<file path="config.mk">
export PLATFORM = sky130hd
export DESIGN_NAME = nibble_add_sequencer
export DESIGN_NICKNAME = d
export VERILOG_FILES = /design/src/rtl/nibble_add_sequencer.sv
export SDC_FILE = /design/constraint.sdc
export NUM_CORES = 1
export LEC_CHECK = 0
export ABC_AREA = 1
export CAP_MARGIN = 20
export CORE_MARGIN = 1.5
export CORE_UTILIZATION = 62
export CTS_BUF_LIST = sky130_fd_sc_hd__clkbuf_4 sky130_fd_sc_hd__clkbuf_8 sky130_fd_sc_hd__clkbuf_16
export CTS_CLUSTER_DIAMETER = 100
export DETAILED_ROUTE_END_ITERATION = 6
export DONT_BUFFER_PORTS = 1
export GPL_ROUTABILITY_DRIVEN = 0
export HOLD_SLACK_MARGIN = 0.1
export PLACE_DENSITY_LB_ADDON = 0.25
export SLEW_MARGIN = 0
export SYNTH_ARGS = -nofsm -noshare
export SYNTH_HDL_FRONTEND = slang
export SYNTH_SLANG_ARGS = --single-unit
export TNS_END_PERCENT = 10
</file>
<file path="constraint.sdc">
create_clock -name clk -period 2.1 [get_ports clk]
set_input_delay 0.315 -clock clk [delete_from_list [all_inputs] [get_ports clk]]
set_output_delay 0.315 -clock clk [all_outputs]
set_load 0.005 [all_outputs]
</file>
<file path="src/rtl/nibble_add_sequencer.sv">
// nibble_add_sequencer
// Performs a (4*NIBBLES)-bit addition by driving an external registered 4-bit
// adder stage one nibble at a time, LSB first. Each returned carry is chained
// into the next nibble's carry-in. The S nibbles are assembled into a wide sum.
//
// Ports
//   clk, rst              clock (rising edge) and synchronous active-high reset
//   in_valid / in_ready   operand handshake (slave side); in_ready only in IDLE
//   a, b, cin             operands and carry into nibble 0
//   add_x, add_y, add_cin registered nibble operands driven to the adder stage
//   add_s, add_co         adder stage result, valid ADD_LAT cycles after inputs
//   out_valid / out_ready result handshake (master side)
//   sum, cout             assembled result, {cout, sum} = a + b + cin
//
// NIBBLES must be at least 2.
module nibble_add_sequencer #(
    parameter int unsigned NIBBLES = 4,
    parameter int unsigned ADD_LAT = 2
) (
    input  logic                 clk,
    input  logic                 rst,
    input  logic                 in_valid,
    output logic                 in_ready,
    input  logic [4*NIBBLES-1:0] a,
    input  logic [4*NIBBLES-1:0] b,
    input  logic                 cin,
    output logic [3:0]           add_x,
    output logic [3:0]           add_y,
    output logic                 add_cin,
    input  logic [3:0]           add_s,
    input  logic                 add_co,
    output logic                 out_valid,
    input  logic                 out_ready,
    output logic [4*NIBBLES-1:0] sum,
    output logic                 cout
);

    localparam int unsigned W  = 4 * NIBBLES;
    // Nibble 0 goes straight from the inputs to the adder, so only the upper
    // nibbles need to be kept.
    localparam int unsigned HW = W - 4;
    localparam int unsigned IW = (NIBBLES > 1) ? $clog2(NIBBLES) : 1;
    localparam int unsigned CW = (ADD_LAT > 0) ? $clog2(ADD_LAT + 1) : 1;

    localparam logic [IW-1:0] LastIdx = IW'(NIBBLES - 1);
    localparam logic [CW-1:0] LastCnt = CW'(ADD_LAT);

    typedef enum logic [1:0] {
        StIdle,
        StRun,
        StDone
    } state_e;

    state_e          state_q, state_d;
    logic [IW-1:0]   idx_q, idx_d;
    logic [CW-1:0]   cnt_q, cnt_d;
    logic [HW-1:0]   a_hi_q, a_hi_d;
    logic [HW-1:0]   b_hi_q, b_hi_d;
    logic [3:0]      add_x_q, add_x_d;
    logic [3:0]      add_y_q, add_y_d;
    logic            add_cin_q, add_cin_d;
    logic [W-1:0]    sum_q, sum_d;
    logic            cout_q, cout_d;
    logic            out_valid_q, out_valid_d;

    always_comb begin
        state_d     = state_q;
        idx_d       = idx_q;
        cnt_d       = cnt_q;
        a_hi_d      = a_hi_q;
        b_hi_d      = b_hi_q;
        add_x_d     = add_x_q;
        add_y_d     = add_y_q;
        add_cin_d   = add_cin_q;
        sum_d       = sum_q;
        cout_d      = cout_q;
        out_valid_d = out_valid_q;

        unique case (state_q)
            StIdle: begin
                if (in_valid) begin
                    a_hi_d    = a[W-1:4];
                    b_hi_d    = b[W-1:4];
                    add_x_d   = a[3:0];
                    add_y_d   = b[3:0];
                    add_cin_d = cin;
                    idx_d     = '0;
                    cnt_d     = '0;
                    state_d   = StRun;
                end
            end

            StRun: begin
                if (cnt_q == LastCnt) begin
                    for (int n = 0; n < int'(NIBBLES); n++) begin
                        if (idx_q == IW'(n)) begin
                            sum_d[4*n +: 4] = add_s;
                        end
                    end
                    if (idx_q == LastIdx) begin
                        cout_d      = add_co;
                        add_x_d     = '0;
                        add_y_d     = '0;
                        add_cin_d   = 1'b0;
                        out_valid_d = 1'b1;
                        state_d     = StDone;
                    end else begin
                        // Carry is forwarded together with the next operands,
                        // so no bubble is inserted between nibbles.
                        for (int n = 1; n < int'(NIBBLES); n++) begin
                            if (idx_q == IW'(n - 1)) begin
                                add_x_d = a_hi_q[4*(n-1) +: 4];
                                add_y_d = b_hi_q[4*(n-1) +: 4];
                            end
                        end
                        add_cin_d = add_co;
                        idx_d     = idx_q + IW'(1);
                        cnt_d     = '0;
                    end
                end else begin
                    cnt_d = cnt_q + CW'(1);
                end
            end

            StDone: begin
                if (out_ready) begin
                    out_valid_d = 1'b0;
                    state_d     = StIdle;
                end
            end

            default: state_d = StIdle;
        endcase
    end

    always_ff @(posedge clk) begin
        if (rst) begin
            state_q     <= StIdle;
            idx_q       <= '0;
            cnt_q       <= '0;
            a_hi_q      <= '0;
            b_hi_q      <= '0;
            add_x_q     <= '0;
            add_y_q     <= '0;
            add_cin_q   <= 1'b0;
            sum_q       <= '0;
            cout_q      <= 1'b0;
            out_valid_q <= 1'b0;
        end else begin
            state_q     <= state_d;
            idx_q       <= idx_d;
            cnt_q       <= cnt_d;
            a_hi_q      <= a_hi_d;
            b_hi_q      <= b_hi_d;
            add_x_q     <= add_x_d;
            add_y_q     <= add_y_d;
            add_cin_q   <= add_cin_d;
            sum_q       <= sum_d;
            cout_q      <= cout_d;
            out_valid_q <= out_valid_d;
        end
    end

    // in_ready is gated by rst so it reads 0 throughout any reset cycle.
    assign in_ready  = (state_q == StIdle) && !rst;
    assign add_x     = add_x_q;
    assign add_y     = add_y_q;
    assign add_cin   = add_cin_q;
    assign sum       = sum_q;
    assign cout      = cout_q;
    assign out_valid = out_valid_q;

endmodule

</file>
==> results.cfg, run 1 <==
[power]
p_leak_uw = 0.00125
p_seq_share_pct = 50.5
clkPwrFrac_pct = 39.1
ir_worst_vdd_mv = 0.644
comb_power_share_pct = 10.4
intPower_uw = 1660
power.switching_uw = 680
p_per_area_nw_per_um2 = 866
switching_share_pct = 29.1

[grt]
grt_pass1_wl_um = 9380
antenna_found_initial = 0
grt_util_all_layers_pct = 28.2
overflow = 0
grt_max_degree = 41
grt_pass1_vias = 2172

[floorplanning]
initial_core_util_pct = 66.3
core.rowCount = 22
die_w_um = 66.3
core-area_um2 = 3740
io_pins = 70
die_area_um2 = 4390
die_y_um = 66.3

[sta]
finalSetupViolCount = 0
setup_ws_ns = 0.370
finalHoldViolCount = 0
tightest_slew_ns = 0.654
min_period_ns = 1.73
period_share_pct = 82.4
report.final.slew_viol_count = 0
tns_ns = 0
max_freq_mhz = 578
grt_setup_unrepaired = no
relSlewSlack_pct = 56.4
clock_skew_ns = 0.00643

[layout]
final_util_pct = 72.1
nNetsFinal = 415
multiInputGateArea_um2 = 1180
layout.cells.non_filler = 422
antenna_cells = 0
area_growth_pct = 8.72
num-fill-cells = 332
ff_latch_area_um2 = 1140
drive_above_1_share_pct = 6.68
fin_area_um2 = 2700

[synthesis]
synth.distinct_cells = 20
synth_nets = 415
syn_area_um2 = 2480
synthMuxAreaShare_pct = 0
synth_compound_area_share_pct = 10.8
synthCells = 369
ys_ff_latch = 57
synth_top_family_by_area = simple AND/OR/NAND/NOR gates
synth_area_per_cell_um2 = 6.73
seq_area_frac_synth_pct = 45.9
ys_warn_count = 0
yosys.area_share.simple_pct = 34.9
synth_xor_area_share_pct = 0
synth_fa_ha_area_share_pct = 2.02

[clock_tree]
cts.repair.resized = 0
cts_root_buf = clkbuf_8
cts.sinks = 57
cts_tree = yes
cts_setup_buffers = 0
clock_latency_ns = 0.34
cts_buffers = 9
htreeDepth = 3
clkTransAtPathRegs_ns = 0.07
clockBufferDepth = 2

[worst_setup_path]
worstPathMaxFanout = 11
cp.arrival_ns = 1.96
critPathKind = reg2reg
critPathCaptureType = flop
required_ns = 2.33
start_kind = flop

[routing]
drc = 0
routed_wl_um = 5490
routedWlPerCell_um = 13.0
routed_via_density = 5.40
drtIter0Drc = 187
ant_nets = 0
firstDrtPassIters = 4
num_vias = 2278

[placement]
numPortBuffers = 0
post-place-ws_ns = 0.426
placedCellCount = 405
hpwlAfterDp_um = 3670
dpl_cell_area_um2 = 2510

[flow_run]
cap_viol_max_count = 0

[worst_hold_path]
hp-class = in2reg

[outcome]
status = completed
[what timing repair did]
item | in CTS | in global routing
hold buffers | 1 | 0
endpoints found under the hold margin | 7 | 0
endpoints found under the setup margin | 0 | 0
[power by group through the flow]
stage	Clock, uW	Combinational [uW]	Sequential (uW)
2_1_floorplan	0	196	1190
3_3_place_gp	0	229	1200
3_5_place_dp	0	235	1200
4_1_cts	919	242	1180
5_1_grt	979	279	1190
6_report	915	242	1180
[synth_stat cells]
cell type / instances / share of area (%)
inv_1: 25 / 3.8
a21oi_4: 1 / 0.66
buf_4: 1 / 0.30
nor2_1: 123 / 19
a21oi_1: 7 / 1.4
nor2_2: 1 / 0.25
o21ai_0: 40 / 8.1
nand3_1: 19 / 3.8
nor2_4: 1 / 0.45
o31ai_1: 1 / 0.30
nand2_1: 69 / 10
ha_1: 4 / 2.0
nand3_2: 2 / 0.81
inv_2: 1 / 0.15
nand2_2: 1 / 0.25
clkbuf_1: 10 / 1.5
buf_2: 3 / 0.60
o21ai_1: 2 / 0.40
nand4_1: 1 / 0.25
dfxtp_1: 57 / 46
[metal layers]
layer  track usage [%]  up-vias  wire length, um
met5                 0        -                0
met4              15.3        0              167
met3              6.81       16              421
met2              47.0       93             2560
met1              33.2     1016             2350
li1                  -     1153                -
[registers in the layout (all words and copies together), names as in the netlist]
signal	count
a_hi_q	12
add_cin	1
add_x	4
add_y	4
b_hi_q	12
cnt_q	2
cout	1
idx_q	2
out_valid	1
state_q	2
sum	16
[cell usage in the layout (no fill, tap or decap), drive strengths merged]
| master | instances |
|---|---|
| nand2 | 70 |
| inv | 27 |
| nor2 | 125 |
| clkbuf | 9 |
| dlygate4sd3 | 1 |
| clkinv | 4 |
| dfxtp | 57 |
| nand3 | 21 |
| o31ai | 1 |
| clkinvlp | 2 |
| o21ai | 42 |
| a21oi | 8 |
| buf | 2 |
| ha | 4 |
| nand4 | 1 |
[path summary, 6_finish.rpt]
kind                              start                endpoint  slack (ns)  cells past startpoint
setup / recovery  idx_q[1]$_SDFFE_PP0P_   add_y[1]$_SDFFE_PP0P_        0.37                      9
hold / removal                    a[11]  a_hi_q[7]$_SDFFE_PP0P_        0.11                      2
setup reg to reg  idx_q[1]$_SDFFE_PP0P_   add_y[1]$_SDFFE_PP0P_        0.37                      9
hold reg to reg   cnt_q[1]$_SDFFE_PP0P_   cnt_q[1]$_SDFFE_PP0P_        0.49                      2
[worst max-delay path, cell delays in order, from the launching register on]
cell	delay [ns]
dfxtp_1	0.34
inv_1	0.09
ha_1	0.42
inv_1	0.25
nand2_1	0.10
nand3_1	0.09
nand2_1	0.10
nand2_1	0.05
nor2_1	0.11
nor2_1	0.07
[through the flow]
| stage | hold slack (ns) | total power (uW) |
|---|---|---|
| 2_1_floorplan | 0.450 | 1390 |
| 3_3_place_gp | 0.385 | 1430 |
| 3_5_place_dp | 0.388 | 1440 |
| 4_1_cts | 0.105 | 2340 |
| 5_1_grt | 0.106 | 2450 |
| 6_report | 0.109 | 2340 |
[area by class of cell]
| type | count | share of cell area (%) |
|---|---|---|
| Multi-Input combinational cell | 272 | 43.9 |
| Sequential cell | 57 | 42.3 |
| Clock buffer | 9 | 4.59 |
| Inverter | 26 | 3.61 |
| Tap cell | 48 | 2.22 |
| Clock inverter | 7 | 2.04 |
| Timing Repair Buffer | 3 | 1.39 |
[cell families after synthesis]
kind of cell / count (synthesis)
buf+inv: 40
flops: 57
compound gates: 51
fa+ha+maj: 4
simple gates: 217
Note: power is estimated with default switching activity, not from simulation.
==> run 2, diff against run 1 <==
==> constraint.sdc (replaced) <==
create_clock -name clk -period 1.6 [get_ports clk]
set_input_delay 0.24 -clock clk [delete_from_list [all_inputs] [get_ports clk]]
set_output_delay 0.24 -clock clk [all_outputs]
set_load 0.005 [all_outputs]
==> run 2 against run 1 <==
Maximum frequency rose by 14%. Register-to-register slack got worse by 0.29 ns. Sequential cell count unchanged. Combinational power increased by 75%. Highest routed layer unchanged. Final cell count grew 8.8%. Via count increased by 9.7%. Clock power grew 56%. Clock skew barely moved. Non-clock buffer count rose by 35.
==> results.cfg, run 2 (synthesis gave the netlist of run 1 again) <==
[floorplanning]
initial_core_util_pct = 66.3
core.rowCount = 22
die_area_um2 = 4390
core-area_um2 = 3740
die_y_um = 66.3
io_pins = 70
die_w_um = 66.3

[routing]
drtIter0Drc = 231
routed_wl_um = 6510
num_vias = 2499
drc = 0
routedWlPerCell_um = 14.2
firstDrtPassIters = 4
routed_via_density = 5.44
ant_nets = 0

[worst_setup_path]
critPathSlowestCell = dfxtp_1
path_common_cell = nor2_1
critPathKind = reg2reg
critPathCaptureType = flop
cp.arrival_ns = 1.79
cpPeakStageDelay_ns = 0.38
start_kind = flop
required_ns = 1.88
worstPathMaxFanout = 16
path_cells = inv_1 -> ha_1 -> inv_1 -> buf_12 -> nor2_1 -> nor2_1 -> nand2_1 -> nand2_1 -> nor2_1 -> nor2_1

[layout]
antenna_cells = 0
largest_reg_flops = 16
final_common_cell = nor2_1
layout.cells.non_filler = 459
nNetsFinal = 453
final_cell_mix = 122 x nor2_1, 69 x nand2_1, 57 x dfxtp_1, 40 x o21ai_0, 30 x dlygate4sd3_1
drive_above_1_share_pct = 9.25
area_growth_pct = 26.1

[sta]
min_period_ns = 1.52
report.final.slew_viol_count = 0
relSlewSlack_pct = 75.9
tightest_slew_ns = 0.360
clock_skew_ns = 0.00656
max_freq_mhz = 660
finalHoldViolCount = 0
setup_ws_ns = 0.0842
finalSetupViolCount = 0
period_share_pct = 94.7

[clock_tree]
clockBufferDepth = 2
clkTransAtPathRegs_ns = 0.07
htreeDepth = 3
cts_root_buf = clkbuf_8
cts_tree = yes
clock_latency_ns = 0.34
cts.sinks = 57
cts_buffers = 9

[grt]
grt_max_degree = 32
overflow = 0
grt_pass1_vias = 2310
grt_pass1_wl_um = 9720
grt_util_all_layers_pct = 29.8
antenna_found_initial = 0

[worst_hold_path]
hp-class = in2reg

[power]
p_leak_uw = 0.00144
ir_worst_vdd_mv = 0.812
p_per_area_nw_per_um2 = 1090

[placement]
placedCellCount = 409
post-place-ws_ns = 0.0761
numPortBuffers = 0
hpwlAfterDp_um = 3670

[outcome]
status = completed

[flow_run]
cap_viol_max_count = 0
-- run 2: changes by cell type in the layout (fill, tap and decap cells not counted), sizes merged --
| cell | before | now |
|---|---|---|
| dlygate4sd3 | 1 | 30 |
| inv | 27 | 25 |
| nand3 | 21 | 22 |
| buf | 2 | 8 |
| bufinv | 0 | 2 |
| clkinvlp | 2 | 3 |
-- run 2: stage by stage --
step                      hold WS (ns)  power (uW)  utilization, %  area, um^2  TNS, ns
after CTS                        0.111        3380            81.5        3050        0
after global routing             0.110        3560            83.7        3130   -0.112
after global placement           0.311        1880            67.9        2540        0
after detailed placement         0.312        1890            67.9        2540        0
final                            0.113        3410            83.7        3130        0
after floorplan                  0.375        1820               -        2480        0
-- run 2: final timing paths --
kind	start	end	slack [ns]	cells past startpoint
hold reg to reg	cnt_q[1]$_SDFFE_PP0P_	cnt_q[1]$_SDFFE_PP0P_	0.48	2
setup / recovery	idx_q[0]$_SDFFE_PP0P_	add_y[1]$_SDFFE_PP0P_	0.08	10
setup reg to reg	idx_q[0]$_SDFFE_PP0P_	add_y[1]$_SDFFE_PP0P_	0.08	10
hold / removal	add_s[2]	sum[10]$_SDFFE_PP0P_	0.11	2
-- run 2: per-layer routing --
metal	GRT usage [%]	vias up	routed length (um)
met1	32.2	1156	2710
met3	9.88	14	401
met4	16.3	0	154
met5	0	-	0
li1	-	1234	-
met2	50.7	95	3240
-- run 2: worst max-delay path: cells and delay by family, from the launching register on --
family                     cells  cell delay, ns
buffers and inverters          3            0.36
adders and majority gates      1            0.26
DFF                            1            0.38
and+or+nand+nor                6            0.44
-- run 2: repair_timing --
action                                  4_1_cts  5_1_grt
resized for setup                             0        9
hold buffers                                 30        0
endpoints found under the setup margin        0       32
buffers inserted                              0        2
hold endpoints to repair                     47        0
-- run 2: final cells by class --
class | count | area (um^2)
Clock buffer | 9 | 124
Clock inverter | 6 | 83.8
Fill cell | 242 | 611
Inverter | 26 | 101
Multi-Input combinational cell | 273 | 1220
Sequential cell | 57 | 1140
Tap cell | 48 | 60.1
Timing Repair Buffer | 38 | 385
Timing Repair inverter | 2 | 15.0
-- run 2: report_power, final --
| part | internal [uW] | leakage (uW) | total (uW) | switching (uW) |
|---|---|---|---|---|
| registers | 1500 | 0.000468 | 1550 | 49.1 |
| clock network | 861 | 0.000109 | 1430 | 573 |
| logic | 173 | 0.000862 | 424 | 251 |
| total | 2530 | 0.00144 | 3410 | 872 |
